<file path="config.mk">
export PLATFORM = sky130hd
export DESIGN_NAME = cache_refill_arbiter_flat
export DESIGN_NICKNAME = d
export VERILOG_FILES = /design/src/rtl/cache_refill_arbiter_pkg.sv /design/src/rtl/cache_refill_arbiter_if.sv /design/src/rtl/cache_refill_arbiter_beat_counter.sv /design/src/rtl/cache_refill_arbiter.sv /design/src/flat_wrapper.sv
export SDC_FILE = /design/constraint.sdc
export NUM_CORES = 1
export LEC_CHECK = 0
export CAP_MARGIN = 20
export CORE_MARGIN = 2
export CORE_UTILIZATION = 38
export CTS_CLUSTER_SIZE = 30
export DETAILED_ROUTE_END_ITERATION = 8
export GPL_TIMING_DRIVEN = 0
export HOLD_SLACK_MARGIN = 0.05
export PLACE_DENSITY = 0.85
export RECOVER_POWER = 100
export SLEW_MARGIN = 20
export SYNTH_ARGS = -nofsm -noshare
export SYNTH_HDL_FRONTEND = slang
export SYNTH_HIERARCHICAL = 1
export SYNTH_SLANG_ARGS = --single-unit
</file>
<file path="constraint.sdc">
create_clock -name clk -period 3.4 [get_ports clk]
set_input_delay 0.68 -clock clk [delete_from_list [all_inputs] [get_ports clk]]
set_output_delay 0.68 -clock clk [all_outputs]
set_load 0.02 [all_outputs]
</file>
<file path="src/rtl/cache_refill_arbiter_pkg.sv">
// Shared types and constants for the cache refill arbiter: state encoding,
// line geometry and the line-alignment helper.
`ifndef DATA_SIZE_W
`define DATA_SIZE_W 32
`endif

package cache_refill_arbiter_pkg;

    localparam int DATA_SIZE       = `DATA_SIZE_W;
    localparam int DFLT_LINE_WORDS = 4;
    localparam int LINE_OFF_W      = $clog2(DFLT_LINE_WORDS) + 2;

    typedef enum logic [2:0] {
        ST_IDLE,
        ST_I_ADDR,
        ST_I_DATA,
        ST_D_ADDR,
        ST_D_DATA,
        ST_D_WRITE
    } arb_state_e;

    // Clears the byte-in-line offset so refills always start at word 0 of the line.
    function automatic logic [DATA_SIZE-1:0] line_align(input logic [DATA_SIZE-1:0] addr,
                                                         input int                   off_w);
        logic [DATA_SIZE-1:0] mask;
        mask = '1;
        mask = mask << off_w;
        return addr & mask;
    endfunction

endpackage

</file>
<file path="src/rtl/cache_refill_arbiter_if.sv">
// External memory port shared by both caches: address phase (req/we/addr/wdata,
// accepted by ready) and read data phase (rvalid/rdata).
interface cache_refill_arbiter_if
    import cache_refill_arbiter_pkg::*;
#(
    parameter int DATA_W = DATA_SIZE
);
    logic              mem_req;
    logic              mem_we;
    logic [DATA_W-1:0] mem_addr;
    logic [DATA_W-1:0] mem_wdata;
    logic              mem_ready;
    logic              mem_rvalid;
    logic [DATA_W-1:0] mem_rdata;

    modport master (
        output mem_req, mem_we, mem_addr, mem_wdata,
        input  mem_ready, mem_rvalid, mem_rdata
    );

    modport slave (
        input  mem_req, mem_we, mem_addr, mem_wdata,
        output mem_ready, mem_rvalid, mem_rdata
    );
endinterface

</file>
<file path="src/rtl/cache_refill_arbiter_beat_counter.sv">
// Word index within a line refill: cleared at the address phase handshake,
// advanced once per accepted read beat, wrapping after the last word.
module refill_beat_counter #(
    parameter int LINE_WORDS = 4,
    parameter int CNT_W      = $clog2(LINE_WORDS)
) (
    input  logic             clk,
    input  logic             rst_n,
    input  logic             clr_i,
    input  logic             en_i,
    output logic [CNT_W-1:0] idx_o,
    output logic             last_o
);
    logic [CNT_W-1:0] cnt_q;
    logic [CNT_W-1:0] cnt_d;

    always_comb begin
        cnt_d = cnt_q;
        if (clr_i) begin
            cnt_d = '0;
        end else if (en_i) begin
            cnt_d = cnt_q + 1'b1;
        end
    end

    always_ff @(posedge clk or negedge rst_n) begin
        if (!rst_n) begin
            cnt_q <= '0;
        end else begin
            cnt_q <= cnt_d;
        end
    end

    assign idx_o  = cnt_q;
    assign last_o = (cnt_q == CNT_W'(LINE_WORDS - 1));
endmodule

</file>
<file path="src/rtl/cache_refill_arbiter.sv">
// Arbitrates the single memory port between I refills, D refills and D stores,
// with D served first; generates cache write strobes, done pulses and stalls.
module cache_refill_arbiter
    import cache_refill_arbiter_pkg::*;
#(
    parameter int DATA_W     = DATA_SIZE,
    parameter int LINE_WORDS = DFLT_LINE_WORDS,
    parameter int CNT_W      = $clog2(LINE_WORDS)
) (
    input  logic                   clk,
    input  logic                   rst_n,
    input  logic                   i_miss,
    input  logic [DATA_W-1:0]      i_addr,
    input  logic                   d_req,
    input  logic                   d_we,
    input  logic [DATA_W-1:0]      d_addr,
    input  logic [DATA_W-1:0]      d_wdata,
    cache_refill_arbiter_if.master mem,
    output logic [DATA_W-1:0]      refill_data,
    output logic [CNT_W-1:0]       refill_idx,
    output logic                   i_refill_we,
    output logic                   d_refill_we,
    output logic                   i_done,
    output logic                   d_done,
    output logic                   Istall,
    output logic                   Dstall
);
    localparam int OFF_W = CNT_W + 2;

    arb_state_e        state_q, state_d;
    logic [DATA_W-1:0] addr_q, addr_d;
    logic [DATA_W-1:0] wdata_q, wdata_d;
    logic              cnt_clr, cnt_en, cnt_last;
    logic              req_c, we_c;

    refill_beat_counter #(
        .LINE_WORDS (LINE_WORDS),
        .CNT_W      (CNT_W)
    ) u_beat_cnt (
        .clk    (clk),
        .rst_n  (rst_n),
        .clr_i  (cnt_clr),
        .en_i   (cnt_en),
        .idx_o  (refill_idx),
        .last_o (cnt_last)
    );

    always_comb begin
        state_d     = state_q;
        addr_d      = addr_q;
        wdata_d     = wdata_q;
        cnt_clr     = 1'b0;
        cnt_en      = 1'b0;
        req_c       = 1'b0;
        we_c        = 1'b0;
        i_refill_we = 1'b0;
        d_refill_we = 1'b0;
        i_done      = 1'b0;
        d_done      = 1'b0;
        unique case (state_q)
            ST_IDLE: begin
                // D belongs to the older instruction, so it always wins.
                if (d_req) begin
                    addr_d  = d_we ? d_addr : line_align(d_addr, OFF_W);
                    wdata_d = d_wdata;
                    state_d = d_we ? ST_D_WRITE : ST_D_ADDR;
                end else if (i_miss) begin
                    addr_d  = line_align(i_addr, OFF_W);
                    state_d = ST_I_ADDR;
                end
            end
            ST_I_ADDR, ST_D_ADDR: begin
                req_c = 1'b1;
                if (mem.mem_ready) begin
                    cnt_clr = 1'b1;
                    state_d = (state_q == ST_I_ADDR) ? ST_I_DATA : ST_D_DATA;
                end
            end
            ST_I_DATA, ST_D_DATA: begin
                if (mem.mem_rvalid) begin
                    cnt_en      = 1'b1;
                    i_refill_we = (state_q == ST_I_DATA);
                    d_refill_we = (state_q == ST_D_DATA);
                    if (cnt_last) begin
                        i_done  = (state_q == ST_I_DATA);
                        d_done  = (state_q == ST_D_DATA);
                        state_d = ST_IDLE;
                    end
                end
            end
            ST_D_WRITE: begin
                req_c = 1'b1;
                we_c  = 1'b1;
                if (mem.mem_ready) begin
                    d_done  = 1'b1;
                    state_d = ST_IDLE;
                end
            end
            default: state_d = ST_IDLE;
        endcase
    end

    always_ff @(posedge clk or negedge rst_n) begin
        if (!rst_n) begin
            state_q <= ST_IDLE;
            addr_q  <= '0;
            wdata_q <= '0;
        end else begin
            state_q <= state_d;
            addr_q  <= addr_d;
            wdata_q <= wdata_d;
        end
    end

    assign mem.mem_req   = req_c;
    assign mem.mem_we    = we_c;
    assign mem.mem_addr  = addr_q;
    assign mem.mem_wdata = wdata_q;
    assign refill_data   = mem.mem_rdata;
    assign Istall        = i_miss && !i_done;
    assign Dstall        = d_req && !d_done;
endmodule
</file>
<file path="src/flat_wrapper.sv">
// flat-port wrapper written by rule: the top's interface ports become plain ports
module cache_refill_arbiter_flat import cache_refill_arbiter_pkg::*;
#(
    parameter int DATA_W     = DATA_SIZE,
    parameter int LINE_WORDS = DFLT_LINE_WORDS,
    parameter int CNT_W      = $clog2(LINE_WORDS)
)
  (clk, rst_n, i_miss, i_addr, d_req, d_we, d_addr, d_wdata, refill_data, refill_idx, i_refill_we, d_refill_we, i_done, d_done, Istall, Dstall, mem_mem_req, mem_mem_we, mem_mem_addr, mem_mem_wdata, mem_mem_ready, mem_mem_rvalid, mem_mem_rdata);
  cache_refill_arbiter_if #(.DATA_W(DATA_W)) mem_i ();
  input  logic clk;
  input  logic rst_n;
  input  logic i_miss;
  input  logic [DATA_W-1:0] i_addr;
  input  logic d_req;
  input  logic d_we;
  input  logic [DATA_W-1:0] d_addr;
  input  logic [DATA_W-1:0] d_wdata;
  output logic [DATA_W-1:0] refill_data;
  output logic [CNT_W-1:0] refill_idx;
  output logic i_refill_we;
  output logic d_refill_we;
  output logic i_done;
  output logic d_done;
  output logic Istall;
  output logic Dstall;
  output wire logic [$bits(mem_i.mem_req)-1:0] mem_mem_req;
  output wire logic [$bits(mem_i.mem_we)-1:0] mem_mem_we;
  output wire logic [$bits(mem_i.mem_addr)-1:0] mem_mem_addr;
  output wire logic [$bits(mem_i.mem_wdata)-1:0] mem_mem_wdata;
  input wire logic [$bits(mem_i.mem_ready)-1:0] mem_mem_ready;
  input wire logic [$bits(mem_i.mem_rvalid)-1:0] mem_mem_rvalid;
  input wire logic [$bits(mem_i.mem_rdata)-1:0] mem_mem_rdata;
  assign mem_mem_req = mem_i.mem_req;
  assign mem_mem_we = mem_i.mem_we;
  assign mem_mem_addr = mem_i.mem_addr;
  assign mem_mem_wdata = mem_i.mem_wdata;
  assign mem_i.mem_ready = mem_mem_ready;
  assign mem_i.mem_rvalid = mem_mem_rvalid;
  assign mem_i.mem_rdata = mem_mem_rdata;
  cache_refill_arbiter #(.DATA_W(DATA_W), .LINE_WORDS(LINE_WORDS), .CNT_W(CNT_W)) u_core (.clk(clk), .rst_n(rst_n), .i_miss(i_miss), .i_addr(i_addr), .d_req(d_req), .d_we(d_we), .d_addr(d_addr), .d_wdata(d_wdata), .mem(mem_i), .refill_data(refill_data), .refill_idx(refill_idx), .i_refill_we(i_refill_we), .d_refill_we(d_refill_we), .i_done(i_done), .d_done(d_done), .Istall(Istall), .Dstall(Dstall));
endmodule
</file>
==> impl_metrics.env, run 1 <==
export IMPL_p_per_area_nw_per_um2=794
export IMPL_area_growth_pct=65.8
export IMPL_yosysSeqAreaShare_pct=49.8
export IMPL_status="complete, but fails checks"
export IMPL_cp_endpoint="Dstall"
export IMPL_worstPathArrival_ns=2.50
export IMPL_netlist_cell_type_count=32
export IMPL_routed_wl_um=8820
export IMPL_gr_total_overflow=0
export IMPL_fin_nets=589
export IMPL_worstSetupStartpointType="input port"
export IMPL_cts_buffers=9
export IMPL_power_w=0.00456
export IMPL_ys_seq_elements=69
export IMPL_wl_per_cell_um=15.6
export IMPL_fmax_ghz=0.314
export IMPL_drive_gt1_share_pct=27.7
export IMPL_remaining_drc_errors=0
export IMPL_relSlewSlack_pct=-10.1
export IMPL_postSynthAreaPerCell_um2=14.6
export IMPL_clock_skew_ns=0.0102
export IMPL_clock_sinks=69
export IMPL_n_antenna_cell=0
export IMPL_finalHoldViolCount=0
export IMPL_vias_per_cell=4.66
export IMPL_ant_nets=0
export IMPL_core_um2=8760
export IMPL_die_y_um=99.5
export IMPL_cp_end_kind="primary output"
export IMPL_r2r_start="u_core/state_q[0]"
export IMPL_start_util_pct=39.5
export IMPL_rsz0062_at_grt="false"
export IMPL_core_rowCount=34
export IMPL_cap_violations=1
export IMPL_reg2reg_depth=5
export IMPL_crit_type="input port to primary output"
export IMPL_dieArea_um2=9900
export IMPL_violations="capacitance limit, slew limit"
export IMPL_final_area_um2=5740
export IMPL_placed_area_um2=5660
export IMPL_vias=2635
export IMPL_reg2reg_to="u_core/mem.mem_wdata[7]"
export IMPL_post_cts_buffers=0
export IMPL_clock_latency_ns=0.34
export IMPL_cts_htree_levels=3
export IMPL_cts_tree="built"
export IMPL_async_flop_share_pct=100
export IMPL_timing_hold_ws_ns=0.481
export IMPL_drv_slew=33
export IMPL_die_w_um=99.5
export IMPL_cts_resized=0
export IMPL_worstHoldPathType="flip-flop to flip-flop"
export IMPL_dr_first_iter_drc_count=31
export IMPL_root_buffer="clkbuf_8"
export IMPL_crit_fanout=10
export IMPL_firstDrtPassIters=4
export IMPL_fin_crit_ns=3.18
export IMPL_synth_edff_count=0
export IMPL_dp_hpwl_um=7160
export IMPL_ir_drop_uv=448
export IMPL_leakage_nw=2.46
export IMPL_io_pin_count=241
export IMPL_syn_area_um2=3460
export IMPL_worst_pin_slew_ns=1.65
export IMPL_reg2reg_slack_ns=1.11
export IMPL_syn_nets=373
export IMPL_synth_ff_type="dfrtp_1"
export IMPL_grt_pass1_wl_um=14000
export IMPL_clk_pin_slew_worst_paths_ns=0.07
export IMPL_clk_path_buf_depth=2
export IMPL_grt_max_degree=39
export IMPL_setup_viol=0
export IMPL_worstPathRequired_ns=2.72
export IMPL_grt_pass1_vias=2919
export IMPL_antenna_found_initial=0
export IMPL_ys_warn_count=6
export IMPL_finalSetupTns_ns=0
export IMPL_numPortBuffers=204
export IMPL_globalRouteTotalUtil_pct=18.0
export IMPL_place_gp_congestion=0.702
export IMPL_cp_startpoint="d_req"
export IMPL_fin_crit_sh_pct=93.6
export IMPL_netlist_instances=237
export IMPL_cts_hold_buf=0
==> worst max-delay path: stages <==
cell and delay (ns):
dlygate4sd3_1 0.63, buf_2 0.28, a21boi_0 0.23, clkdlybuf4s50_1 0.68
==> power breakdown <==
group          switching (W)  internal, W  total, W
combinational        0.00112      0.00121   0.00233
clock               0.000301     0.000507  0.000808
sequential          0.000191      0.00123   0.00142
total                0.00161      0.00296   0.00456
==> per-stage QoR <==
stage	setup WS [ns]	utilization, %	instances
global placement	-0.622	64.4	549
detailed placement	0.287	64.6	550
global route	0.111	65.5	566
CTS	0.281	67.3	566
finish	0.219	65.5	566
floorplan	1.19	-	237
==> final cells by class <==
cell class	count	area [um^2]
plain buffers	44	342
well taps	108	135
fillers	668	3020
multi-input cells	124	1260
repair buffers	205	2040
clock inverters	4	95.1
clock buffers	12	145
flip-flops and latches	69	1730
==> per-layer routing <==
metal	share of wire [%]	up-vias	GRT usage (%)
li1	-	1236	-
met1	36	1242	19.2
met2	52	138	33.2
met3	9.8	19	5.48
met4	2.2	0	7.27
met5	0	-	0
==> kinds of logic after synthesis <==
kind of cell	synth area share (%)
XOR/XNOR	0.253
AND/OR/NAND/NOR	4.37
AO/OA/AOI/OAI	2.60
multiplexers	31.1
flip-flops	49.8
buffers and inverters	11.5
adder cells (fa/ha/maj)	0.361
==> cells in the mapped netlist (2+ instances only) <==
cell | count | area (um^2)
a21boi_0 | 2 | 15.0
mux2_4 | 20 | 300
mux2_2 | 68 | 766
buf_2 | 2 | 10.0
buf_4 | 32 | 240
nor2_1 | 2 | 7.51
and2_1 | 3 | 18.8
buf_6 | 4 | 45.0
buf_12 | 5 | 100
nand2_1 | 6 | 22.5
a32o_1 | 4 | 40.0
dfrtp_1 | 69 | 1730
==> cells in the final DEF, fill, tap and decap left out, drive strengths merged, types with 2 or more instances in the layout <==
cell and instances:
dlygate4sd3 107, clkdlybuf4s50 96, mux2 88, dfrtp 69, buf 38, clkbuf 20, nand2 6, a32o 4
bufinv 3, and2 3, a21boi 2, nor2 2, nor3 2
==> state kept, by name, summed over array words and instances, names as in the netlist <==
register and cells:
u_core/u_beat_cnt/idx_o 2, u_core/mem.mem_wdata 32, u_core/mem.mem_addr 32, u_core/state_q 3
==> worst min path at each step <==
stage | startpoint | slack [ns] | to | cells past startpoint
2_1_floorplan | rst_n | 0.38 | u_core/mem.mem_addr[0] | 0
3_3_place_gp | u_core/mem.mem_addr[0] | 0.48 | u_core/mem.mem_addr[0] | 1
3_5_place_dp | u_core/mem.mem_addr[2] | 0.49 | u_core/mem.mem_addr[2] | 1
4_1_cts | rst_n | 0.27 | u_core/mem.mem_addr[14] | 1
5_1_grt | u_core/mem.mem_addr[30] | 0.50 | u_core/mem.mem_addr[30] | 1
6_report | u_core/mem.mem_addr[28] | 0.48 | u_core/mem.mem_addr[28] | 1
Power figures use the tool's default switching activity.
==> run 2: changes to the inputs <==
TNS_END_PERCENT = 30   (was not set)
==> results of run 2 <==
Final layout, timing and power as in run 1 (identical DEF).
==> run 3: changes to the inputs <==
CORE_UTILIZATION = 39   (was 38)
CTS_BUF_LIST = sky130_fd_sc_hd__clkbuf_8   (was not set)
PLACE_DENSITY = 0.87   (was 0.85)
==> impl_metrics.env, run 3 (synthesis gave the netlist of run 1 again) <==
export IMPL_reg2reg_depth=5
export IMPL_firstDrtPassIters=4
export IMPL_ir_drop_uv=430
export IMPL_violations="capacitance limit, slew limit"
export IMPL_drv_slew=32
export IMPL_cp_end_kind="primary output"
export IMPL_area_growth_pct=63.2
export IMPL_numPortBuffers=204
export IMPL_clock_skew_ns=0.00509
export IMPL_routed_wl_um=8700
export IMPL_remaining_drc_errors=0
export IMPL_final_area_um2=5660
export IMPL_core_rowCount=34
export IMPL_cap_violations=1
export IMPL_grt_max_degree=40
export IMPL_fin_nets=589
export IMPL_place_gp_congestion=0.749
export IMPL_relSlewSlack_pct=-6.64
export IMPL_reg2reg_to="u_core/mem.mem_wdata[4]"
export IMPL_clock_sinks=69
export IMPL_status="complete, but fails checks"
export IMPL_vias_per_cell=4.66
export IMPL_drive_gt1_share_pct=27.1
export IMPL_multi_input_area_um2=1250
export IMPL_cp_cell_sequence="dlygate4sd3_1, buf_2, a21boi_0, clkdlybuf4s50_1"
export IMPL_clk_path_buf_depth=2
export IMPL_fin_ws_ns=0.214
export IMPL_ant_nets=0
export IMPL_cts_tree="built"
export IMPL_dieArea_um2=9650
export IMPL_post_place_ws_ns=0.284
export IMPL_worst_pin_slew_ns=1.60
export IMPL_cpPeakStageDelay_ns=0.67
export IMPL_gr_total_overflow=0
export IMPL_fin_crit_ns=3.19
export IMPL_dp_hpwl_um=6980
export IMPL_worstSetupStartpointType="input port"
export IMPL_crit_type="input port to primary output"
export IMPL_cts_htree_levels=3
export IMPL_slowest_stage="clkdlybuf4s50_1"
export IMPL_post_cts_buffers=0
export IMPL_die_y_um=98.3
export IMPL_core_um2=8680
export IMPL_final_core_util_pct=65.2
export IMPL_vias=2632
export IMPL_placed_area_um2=5660
export IMPL_dr_first_iter_drc_count=40
export IMPL_reg2reg_slack_ns=1.15
export IMPL_clk_pin_slew_worst_paths_ns=0.07
export IMPL_worstPathRequired_ns=2.72
export IMPL_final_common_cell="dlygate4sd3_1"
export IMPL_setup_viol=0
export IMPL_start_util_pct=39.9
export IMPL_seqCellArea_um2=1730
export IMPL_grt_pass1_wl_um=14200
export IMPL_worstPathArrival_ns=2.51
export IMPL_fillers=690
export IMPL_fmax_ghz=0.314
export IMPL_rsz0062_at_grt="false"
export IMPL_r2r_start="u_core/state_q[0]"
export IMPL_power_w=0.00431
export IMPL_die_w_um=98.3
export IMPL_crit_fanout=10
export IMPL_io_pin_count=241
export IMPL_worstHoldPathType="flip-flop to flip-flop"
export IMPL_mostFrequentLayoutCells="107 x dlygate4sd3_1, 96 x clkdlybuf4s50_1, 69 x dfrtp_1"
export IMPL_finalHoldViolCount=0
export IMPL_grt_pass1_vias=2902
export IMPL_cts_resized=0
export IMPL_cts_hold_buf=0
export IMPL_leakage_nw=2.43
export IMPL_whs_endpoint="u_core/mem.mem_addr[22]"
export IMPL_fin_crit_sh_pct=93.7
export IMPL_clock_latency_ns=0.33
export IMPL_n_antenna_cell=0
export IMPL_root_buffer="clkbuf_8"
export IMPL_holdPathStages=1
export IMPL_p_per_area_nw_per_um2=762
export IMPL_wl_per_cell_um=15.4
export IMPL_antenna_found_initial=0
export IMPL_min_from="u_core/mem.mem_addr[22]"
export IMPL_cts_buffers=9
export IMPL_globalRouteTotalUtil_pct=18.4
run 3: cell count changes in the layout (fill, tap and decap cells not counted), sizes merged:
cell and change:
inv +3, clkinv +1, clkbuf -2, bufinv -3
run 3: per-stage QoR:
step	TNS [ns]	hold slack, ns	instances
after floorplan	0	0.384	237
after global placement	-44.08	0.475	549
after detailed placement	0	0.482	550
after CTS	0	0.268	565
after global routing	0	0.501	565
final	0	0.480	565
run 3: final cells by class:
cell class              instances  area share (%)
plain buffers                  44            6.04
clock buffers                  10            2.43
clock inverters                 5           0.376
multi-input cells             124            22.1
flip-flops and latches         69            30.5
well taps                     108            2.39
repair buffers                205            36.1
run 3: metal layers:
| layer | wire length [um] | part of all wire, % | global-route usage, % |
|---|---|---|---|
| met1 | 3200 | 37 | 21.2 |
| met5 | 0 | 0 | 0 |
| met3 | 733 | 8.4 | 5.94 |
| met4 | 78 | 0.90 | 5.27 |
| met2 | 4690 | 54 | 32.7 |
run 3: power breakdown:
part / internal (W) / switching (W) / total [W]
clock: 0.000271 / 0.000294 / 0.000565
sequential: 0.00123 / 0.000193 / 0.00143
combinational: 0.00120 / 0.00112 / 0.00232
run 3: critical path: cells and delay by family:
kind / cells / cell delay, ns
compound gates: 1 / 0.23
buf+inv: 3 / 1.59
run 3: how the worst max path moves through the flow:
stage	from	end	slack (ns)	depth (start not counted)
after floorplan	mem_mem_rvalid	Istall	1.19	3
after global placement	rst_n	u_core/mem.mem_wdata[10]	-0.64	1
after detailed placement	d_req	Dstall	0.28	4
after CTS	d_req	Dstall	0.24	4
after global routing	d_req	Dstall	0.08	4
final	d_req	Dstall	0.21	4
